--- config.mk ---
export PLATFORM = sky130hd
export DESIGN_NAME = otter_pc_fetch
export DESIGN_NICKNAME = d
export VERILOG_FILES = /design/src/rtl/otter_pkg.sv /design/src/rtl/otter_pc_mux.sv /design/src/rtl/otter_pc_fetch.sv
export SDC_FILE = /design/constraint.sdc
export NUM_CORES = 1
export LEC_CHECK = 0
export CELL_PAD_IN_SITES_DETAIL_PLACEMENT = 0
export CELL_PAD_IN_SITES_GLOBAL_PLACEMENT = 1
export CORE_UTILIZATION = 30
export CTS_CLUSTER_DIAMETER = 80
export DETAILED_ROUTE_END_ITERATION = 12
export PLACE_DENSITY = 0.92
export SKIP_LAST_GASP = 1
export SLEW_MARGIN = 5
export SYNTH_ARGS = -nofsm -noshare
export SYNTH_HDL_FRONTEND = slang
export SYNTH_SLANG_ARGS = --single-unit
--- constraint.sdc ---
create_clock -name CLK -period 4.99 [get_ports CLK]
set_clock_uncertainty 0.05 [all_clocks]
set_input_delay 0.998 -clock CLK [delete_from_list [all_inputs] [get_ports CLK]]
set_output_delay 0.998 -clock CLK [all_outputs]
set_load 0.05 [all_outputs]
--- src/rtl/otter_pkg.sv ---
// Shared types for the OTTER fetch path: next-PC source encoding, fetch FSM
// states and the default reset vector.
package otter_pkg;

  typedef enum logic [2:0] {
    PCSEL_PLUS4  = 3'd0,
    PCSEL_JALR   = 3'd1,
    PCSEL_BRANCH = 3'd2,
    PCSEL_JAL    = 3'd3,
    PCSEL_MTVEC  = 3'd4,
    PCSEL_MEPC   = 3'd5
  } pc_sel_t;

  typedef enum logic {
    FETCH = 1'b0,
    READY = 1'b1
  } fetch_state_t;

  localparam logic [31:0] RESET_VEC_DEFAULT = 32'h0000_0000;

  function automatic logic is_word_aligned(input logic [31:0] addr);
    return (addr[1:0] == 2'b00);
  endfunction

endpackage

--- src/rtl/otter_pc_mux.sv ---
// Combinational next-PC selector; reserved select codes fall back to PC+4.
module otter_pc_mux
  import otter_pkg::*;
(
  input  logic [2:0]  sel,
  input  logic [31:0] pc_plus4,
  input  logic [31:0] jalr,
  input  logic [31:0] branch,
  input  logic [31:0] jal,
  input  logic [31:0] mtvec,
  input  logic [31:0] mepc,
  output logic [31:0] next_pc
);

  always_comb begin
    next_pc = pc_plus4;
    case (sel)
      PCSEL_PLUS4:  next_pc = pc_plus4;
      PCSEL_JALR:   next_pc = jalr;
      PCSEL_BRANCH: next_pc = branch;
      PCSEL_JAL:    next_pc = jal;
      PCSEL_MTVEC:  next_pc = mtvec;
      PCSEL_MEPC:   next_pc = mepc;
      default:      next_pc = pc_plus4;
    endcase
  end

endmodule

--- src/rtl/otter_pc_fetch.sv ---
// Program counter, fetch handshake FSM and retired-instruction counter.
// Misaligned targets are rejected in place and reported via misalign/bad_addr.
module otter_pc_fetch
  import otter_pkg::*;
#(
  parameter logic [31:0] RESET_VEC = RESET_VEC_DEFAULT,
  parameter int          CNT_W     = 32
) (
  input  logic             CLK,
  input  logic             RST,
  input  logic             PC_WE,
  input  logic [2:0]       PC_SEL,
  input  logic [31:0]      jal,
  input  logic [31:0]      branch,
  input  logic [31:0]      jalr,
  input  logic [31:0]      mtvec,
  input  logic [31:0]      mepc,
  input  logic             imem_ready,
  output logic [31:0]      PC,
  output logic [31:0]      PC_PLUS4,
  output logic             imem_req,
  output logic [31:0]      imem_addr,
  output logic             instr_valid,
  output logic             misalign,
  output logic [31:0]      bad_addr,
  output logic [CNT_W-1:0] retired
);

  fetch_state_t state;
  fetch_state_t state_next;
  logic [31:0]  next_pc;
  logic         accept;
  logic         reject;

  assign PC_PLUS4  = PC + 32'd4;
  assign imem_addr = PC;

  otter_pc_mux u_pc_mux (
    .sel      (PC_SEL),
    .pc_plus4 (PC_PLUS4),
    .jalr     (jalr),
    .branch   (branch),
    .jal      (jal),
    .mtvec    (mtvec),
    .mepc     (mepc),
    .next_pc  (next_pc)
  );

  // PC_WE only has an effect once the instruction at PC has been delivered.
  always_comb begin
    state_next = state;
    accept     = 1'b0;
    reject     = 1'b0;
    case (state)
      FETCH: begin
        if (imem_ready) begin
          state_next = READY;
        end else begin
          state_next = FETCH;
        end
      end
      READY: begin
        if (PC_WE && is_word_aligned(next_pc)) begin
          accept     = 1'b1;
          state_next = FETCH;
        end else if (PC_WE) begin
          reject     = 1'b1;
          state_next = READY;
        end else begin
          state_next = READY;
        end
      end
      default: begin
        state_next = FETCH;
      end
    endcase
  end

  // Handshake flags are registered from the next state so they never glitch.
  always_ff @(posedge CLK) begin
    if (RST) begin
      state       <= FETCH;
      PC          <= RESET_VEC;
      retired     <= '0;
      bad_addr    <= 32'h0000_0000;
      misalign    <= 1'b0;
      imem_req    <= 1'b1;
      instr_valid <= 1'b0;
    end else begin
      state       <= state_next;
      imem_req    <= (state_next == FETCH);
      instr_valid <= (state_next == READY);
      misalign    <= reject;
      if (accept) begin
        PC      <= next_pc;
        retired <= retired + CNT_W'(1);
      end
      if (reject) begin
        bad_addr <= next_pc;
      end
    end
  end

endmodule

Word-level counts from Yosys, hierarchy flattened --
Index checks and enable logic that the tools add are counted.
Word-level totals: register bits after elaboration 99, input port bits 167, output and inout bits 163, word-level logic and storage cells 26
Cells by class: $add $sub $neg 2, eq/ne operators 5, muxes and demuxes 9, bitwise operators 2, reductions and logical operators 2
Operator list (number):
- $pmux W32 S5 | 1
- $add A32 B1 Y32 const B | 1
- $add A32 B3 Y32 const B | 1
- $mux W1 | 7
- $eq A3 B2 Y1 const B | 2
- $eq A3 B3 Y1 const B | 2
- $eq A3 B1 Y1 const B | 1
- $logic_not A2 Y1 | 1
- $not A1 Y1 | 2
- $pmux W1 S2 | 1
- $logic_and A1 B1 Y1 | 1

Depth between registers and ports, before layout --
Gate-level depths: netlist (run 1).
depth in word-level cells 7, mapped depth 11, gate-level depth less buffers 7

Cells and area by module --
From an unflattened synthesis (run 1), not the netlist that was laid out.
Unflattened totals: cell total of the unflattened synthesis 856, area, all modules 6503.7 sq um
By module, submodules not included:
- otter_pc_fetch | times used 1, cells each 592, area each 4678.2 sq um, seq. area each 1981.9 sq um
- otter_pc_mux | times used 1, cells each 264, area each 1825.5 sq um, seq. area each 0.0 sq um

Least setup slack after synthesis (run 1) --
Ideal clock, no wire load.
kind reg2out, from reg PC[2], to out PC_PLUS4[30], data arrival time 2.666 ns, data required time 3.942 ns, setup slack 1.276 ns, stages on the path, launching flop included 6, buffers on the path 0, cells stage by stage dfxtp_1 ha_1 and4_1 nand3_1 nor4_1 xor2_1
Between the ends: longest elaborated chain between the ends 1
RTL lines:
- start: declaration | line otter_pc_fetch.sv:19 | output logic [31:0] PC,
- start signal: assignment | line otter_pc_fetch.sv:95 | PC <= next_pc;
- $add A32 B3 Y32 | line otter_pc_fetch.sv:35 | assign PC_PLUS4 = PC + 32'd4;
- end: declaration | line otter_pc_fetch.sv:20 | output logic [31:0] PC_PLUS4,
No other way between the ends.

Final worst setup path (run 1) --
Same ends and word-level chain as after synthesis.

==> reports/metrics.cfg, run 1 <==
[clocking]
cts_tree=yes
holdBufCountCts=0
clk_latency_ps=350
cts.root.buffer_cell=clkbuf_16
clkTransAtPathRegs_ps=70
clock-sinks=99
cts-resized-gates=0
htree_levels=3
clk_path_buf_depth=2
postCtsSetupRepairBufs=0
cts_buffers=9

[placed_design]
hpwl_um=22000
pre_cts_slack_ps=591
io_buffers=329
dp_cells=1354
routabilityCongestion=0.948

[floorplanning]
initial_core_util_pct=30.8
dieWidth_um=147
core_area_um2=20400
die_area_um2=21600
row_count=52
die_h_um=147
boundaryPins=330

[timing]
layout_min_cycle_time_ps=4420
setup_tns_ps=0
hold_viol=0
slew_viol_final=0
max_slew_margin_pct=40.3
max_slew.worst_pin.slew_ps=886
fin_ws_ps=569
post-route-period-util_pct=88.6
whs_ps=403
max_freq_mhz=226
rsz0062_at_grt=false
setup_viol=0

[yosys]
synth.cell_area_um2=6300
synth-edff-count=0
yosys.cell_types.count=64
ys_ff_latch=99
synth.area.top_cells=dfxtp_1 (31%), o21ai_0 (6.8%), a21oi_1 (5.8%)
ys_seq_area_share_pct=31.5
syn_nets=1002
synth_top_cell_area_share_pct=31.5
synth_top_flop_cell=dfxtp_1
avgSynthCellArea_um2=7.56
ys_async_sr_fraction_pct=0
yosys_warnings=0
synth_cells=833
synth_area_leader_cell=dfxtp_1

[hold_path]
hold_path_depth=2
hold_path_class=reg2reg

[global_route]
grt_use_met2_pct=43.6
track_usage_pct=25.7
grt.busiest_layer=met2
antenna_found_initial=2
grt_max_degree=46
grt_pass1_wl_um=42400
use_met3_pct=7.39
grt_pass1_vias=7027
grt-ovfl-total=0
met1_usage_pct=30.5

[critical_path]
critPathKind=reg2out
r2r_cells=7
worstPathArrival_ps=3370
worst_setup_path_start_kind=register
critical_path_required_ps=3940
worst_setup_path_end_kind=primary output
worstPathMaxFanout=10

[routing]
detail-route-antenna-nets=0
avgRoutedWirePerCell_um=20.8
dr.pass1.iters=7
dr_total_vias=7462
drcViolationCount=0
vias_per_cell=5.45
totalWireLength_um=28400
drt_iter0_drc=452

[finish]
finalNetCount=1264
fillers=2067
final_layout_size_suffix_gt1_share_pct=5.18
areaGrowthSynthToFinish_pct=56.2
fin_cells=1370
antenna_cells=0

[run_status]
status=completed

[pwr]
switching_share_pct=33.3
pwr_density_cell_nw_per_um2=220
power_frac_clock_pct=31.8
seqPwrFrac_pct=38.9
max-vdd-ir-drop_uv=172
power_frac_comb_pct=29.3
switchingPower_w=0.000720
p_leak_nw=3.32
intPower_w=0.00144

[run]
max_cap_violations=0

-- through the flow --
stage | utilization, % | total power (W) | instance area [um^2]
5_1_grt | 48.1 | 0.00225 | 9840
3_5_place_dp | 46.7 | 0.00149 | 9550
3_3_place_gp | 46.7 | 0.00149 | 9550
2_1_floorplan | - | 0.00120 | 6300
4_1_cts | 48.1 | 0.00218 | 9840
6_report | 48.1 | 0.00216 | 9840
-- Yosys cell counts (4+ instances only) --
cell type	number
dfxtp_1	99
o21ai_0	86
nand2_1	80
a21oi_1	73
nand3_1	59
clkbuf_1	46
nor2_1	38
buf_4	36
a22oi_1	24
inv_1	19
xnor2_1	17
nand4_1	15
o31ai_1	15
xor2_1	14
nor2b_1	13
o211ai_1	13
or4_1	12
nor3_1	11
o21a_1	11
o22ai_1	11
mux2i_1	9
a31oi_1	8
nand2b_1	8
a21o_1	6
and4_1	6
buf_2	6
mux2_2	6
o41ai_1	6
a22o_1	5
nor4_1	5
o22a_1	5
or3_1	5
a222oi_1	4
and2_1	4
and3_1	4
buf_1	4
nand3b_1	4
-- routing by layer --
| layer | vias up | part of all wire (%) |
|---|---|---|
| li1 | 3571 | - |
| met1 | 3488 | 39 |
| met2 | 340 | 48 |
| met3 | 61 | 9.2 |
| met4 | 2 | 3.7 |
| met5 | - | 0.060 |
-- path summary, 6_finish.rpt --
check	from	to	slack (ps)
max	PC[2]	PC_PLUS4[30]	570
min	bad_addr[8]	bad_addr[8]	400
max reg2reg	PC[2]	PC[28]	2270
min reg2reg	bad_addr[8]	bad_addr[8]	400
-- cell usage in the layout (no fill, tap or decap), drive strengths merged, types with 4 or more instances in the layout --
cell type,Yosys,routed
nand3b,4,4
o31ai,15,15
nand2b,8,8
or3,5,5
a2111oi,4,4
dfxtp,99,99
clkdlybuf4s50,0,326
o22a,5,5
or4,12,12
a22o,5,5
nand4,15,15
nand3,59,59
nor2b,13,13
nand2,80,80
and2,5,5
o41ai,6,6
and4,6,6
a21o,6,6
nor3,11,11
xor2,14,14
nor2,39,39
a21oi,73,73
clkbuf,47,11
mux2i,9,9
mux2,6,6
o21a,11,11
o211ai,13,13
and3,4,4
o21ai,87,87
o22ai,11,11
inv,19,22
buf,49,21
nor4,5,5
xnor2,17,17
a22oi,24,24
a222oi,4,4
a31oi,8,8
-- area by class of cell --
type	instances	area, um^2	area share [%]
Clock inverter	5	45.0	0.458
Inverter	21	78.8	0.801
Multi-Input combinational cell	617	3720	37.9
Sequential cell	99	1980	20.2
Clock buffer	11	243	2.47
Timing Repair Buffer	347	3430	34.8
Tap cell	270	338	3.43
-- flip-flops by register name (all words and copies together), names as in the netlist --
| name | flops |
|---|---|
| misalign | 1 |
| bad_addr | 32 |
| imem_req | 1 |
| state | 1 |
| PC | 32 |
| retired | 32 |
-- power by group through the flow --
stage,sequential (W),combinational (W),clock [W]
3_5_place_dp,0.000860,0.000631,0
4_1_cts,0.000842,0.000634,0.000702
2_1_floorplan,0.000935,0.000265,0
3_3_place_gp,0.000859,0.000629,0
6_report,0.000841,0.000632,0.000687
5_1_grt,0.000845,0.000668,0.000740
-- critical path, cell delays in order, from the launching register on --
cell and delay (ps):
dfxtp_1 530, ha_1 280, and4_1 330, nand3_1 370, nor4_1 440, xor2_1 240, clkdlybuf4s50_1 840
-- kinds of logic after synthesis --
kind of cell | Yosys count | share of synthesized area [%]
AOI/OAI and AO/OA | 290 | 28.9
DFF | 99 | 31.5
xor gates and xnor gates | 31 | 4.31
and+or+nand+nor | 278 | 22.4
muxes | 16 | 2.86
adders and majority gates | 2 | 0.397
buffers and inverters | 117 | 9.61
Power figures use the tool's default switching activity.
==> inputs of run 2 (changes only) <==
- REMOVE_ABC_BUFFERS: unset -> 1
==> reports/metrics.cfg, run 2 (synthesized netlist as in run 1, its figures left out) <==
[run_status]
status=completed

[floorplanning]
row_count=52  ; unchanged
die_h_um=147  ; unchanged
die_area_um2=21600  ; unchanged
initial_core_util_pct=30.8  ; unchanged
boundaryPins=330  ; unchanged
dieWidth_um=147  ; unchanged
core_area_um2=20400  ; unchanged

[routing]
drt_iter0_drc=478  ; +5.8%
totalWireLength_um=28500  ; +0.14%
dr_total_vias=7543  ; +1.1%
vias_per_cell=5.50  ; +0.94%
detail-route-antenna-nets=0  ; unchanged
avgRoutedWirePerCell_um=20.8  ; about the same
dr.pass1.iters=5  ; -2
drcViolationCount=0  ; unchanged

[timing]
post-route-period-util_pct=90.1  ; +1.5 points
setup_viol=0  ; unchanged
hold_viol=0  ; unchanged
max_slew.worst_pin.slew_ps=1110  ; +223 ps
layout_min_cycle_time_ps=4500  ; +74.6 ps
slew_viol_final=0  ; unchanged
max_freq_mhz=222  ; -1.7%
rsz0062_at_grt=false
setup_tns_ps=0  ; unchanged
max_slew_margin_pct=25.8  ; -14 points

[finish]
largest_registers=PC (32), bad_addr (32), retired (32)
fillers=2026  ; -2.0%
fin_cells=1372  ; +0.15%
final_layout_size_suffix_gt1_share_pct=5.37  ; +0.19 points
finalNetCount=1263  ; -0.079%
areaGrowthSynthToFinish_pct=56.5
layout_common_cells=clkdlybuf4s50_1 (325), dfxtp_1 (99), o21ai_0 (85)
fin_util_pct=48.2  ; +0.098 points
final_common_cell=clkdlybuf4s50_1

[global_route]
grt-ovfl-total=0  ; unchanged
grt_max_degree=51  ; +11%
grt_pass1_wl_um=42400  ; -0.16%
grt_pass1_vias=7230  ; +2.9%
antenna_found_initial=3  ; +1
track_usage_pct=25.6  ; -0.17 points

[pwr]
max-vdd-ir-drop_uv=154  ; -10%
p_leak_nw=3.33  ; +0.40%
total_power_w=0.00224  ; +3.5%
pwr_density_cell_nw_per_um2=227  ; +3.3%

[hold_path]
hold_path_class=reg2reg

[clocking]
htree_levels=3  ; unchanged
cts.root.buffer_cell=clkbuf_16
cts-resized-gates=0  ; unchanged
holdBufCountCts=0  ; unchanged
clock-sinks=99  ; unchanged
cts_tree=yes
clk_latency_ps=350  ; about the same
clkTransAtPathRegs_ps=60  ; about the same
clk_path_buf_depth=2  ; unchanged
postCtsSetupRepairBufs=0  ; unchanged
cts_buffers=9  ; unchanged

[placed_design]
dp_cells=1353  ; -0.074%
hpwl_um=21400  ; -2.8%
routabilityCongestion=0.852  ; -10%
io_buffers=329  ; unchanged

[run]
max_cap_violations=0  ; unchanged

[critical_path]
worstPathArrival_ps=3450  ; +80 ps
worst_setup_path_end_kind=primary output
critPathKind=reg2out
critical_path_required_ps=3940  ; about the same
worstPathMaxFanout=11  ; +1
worst_setup_path_start_kind=register

[run 2: final timing paths]
path | from | end | slack [ps] | depth (start not counted)
max | PC[7] | PC_PLUS4[25] | 490 | 6
min | bad_addr[3] | bad_addr[3] | 400 | 2
max reg2reg | state | PC[25] | 2270 | 6
min reg2reg | bad_addr[3] | bad_addr[3] | 400 | 2
[run 2: cell type report]
type / instances / area [um^2] / share of cell area, %
clock buffer: 10 / 239 / 2.42
inverter: 21 / 78.8 / 0.800
tap: 270 / 338 / 3.43
antenna: 3 / 7.51 / 0.0762
multi-input combinational: 617 / 3720 / 37.8
sequential: 99 / 1980 / 20.1
clock inverter: 6 / 86.3 / 0.876
timing repair buffer: 346 / 3400 / 34.5
[run 2: through the flow]
stage          hold WS [ps]  setup slack, ps  cell area, um^2
3_5_place_dp            392              876             9520
6_report                400              494             9860
3_3_place_gp            389              910             9520
2_1_floorplan           616              932             5770
4_1_cts                 401              491             9850
5_1_grt                 426              295             9860
[run 2: worst max-delay path, stage by stage, from the launching register on]
cell             delay (ps)
dfxtp_1                 560
and4_1                  290
nand3_1                 540
nor4_1                  630
xnor2_1                 180
inv_1                   100
clkdlybuf4s50_1         800
[run 2: report_power, final]
group	switching, W	internal, W
Clock	0.000315	0.000454
Combinational	0.000362	0.000264
Sequential	0.0000274	0.000814
Total	0.000705	0.00153
[run 2: per-layer routing]
layer | up-vias | GRT usage, % | share of wire [%]
met5 | - | 0 | 0
met2 | 357 | 43.2 | 48
met4 | 0 | 9.12 | 2.5
li1 | 3567 | - | -
met3 | 37 | 6.09 | 7.7
met1 | 3582 | 31.6 | 42
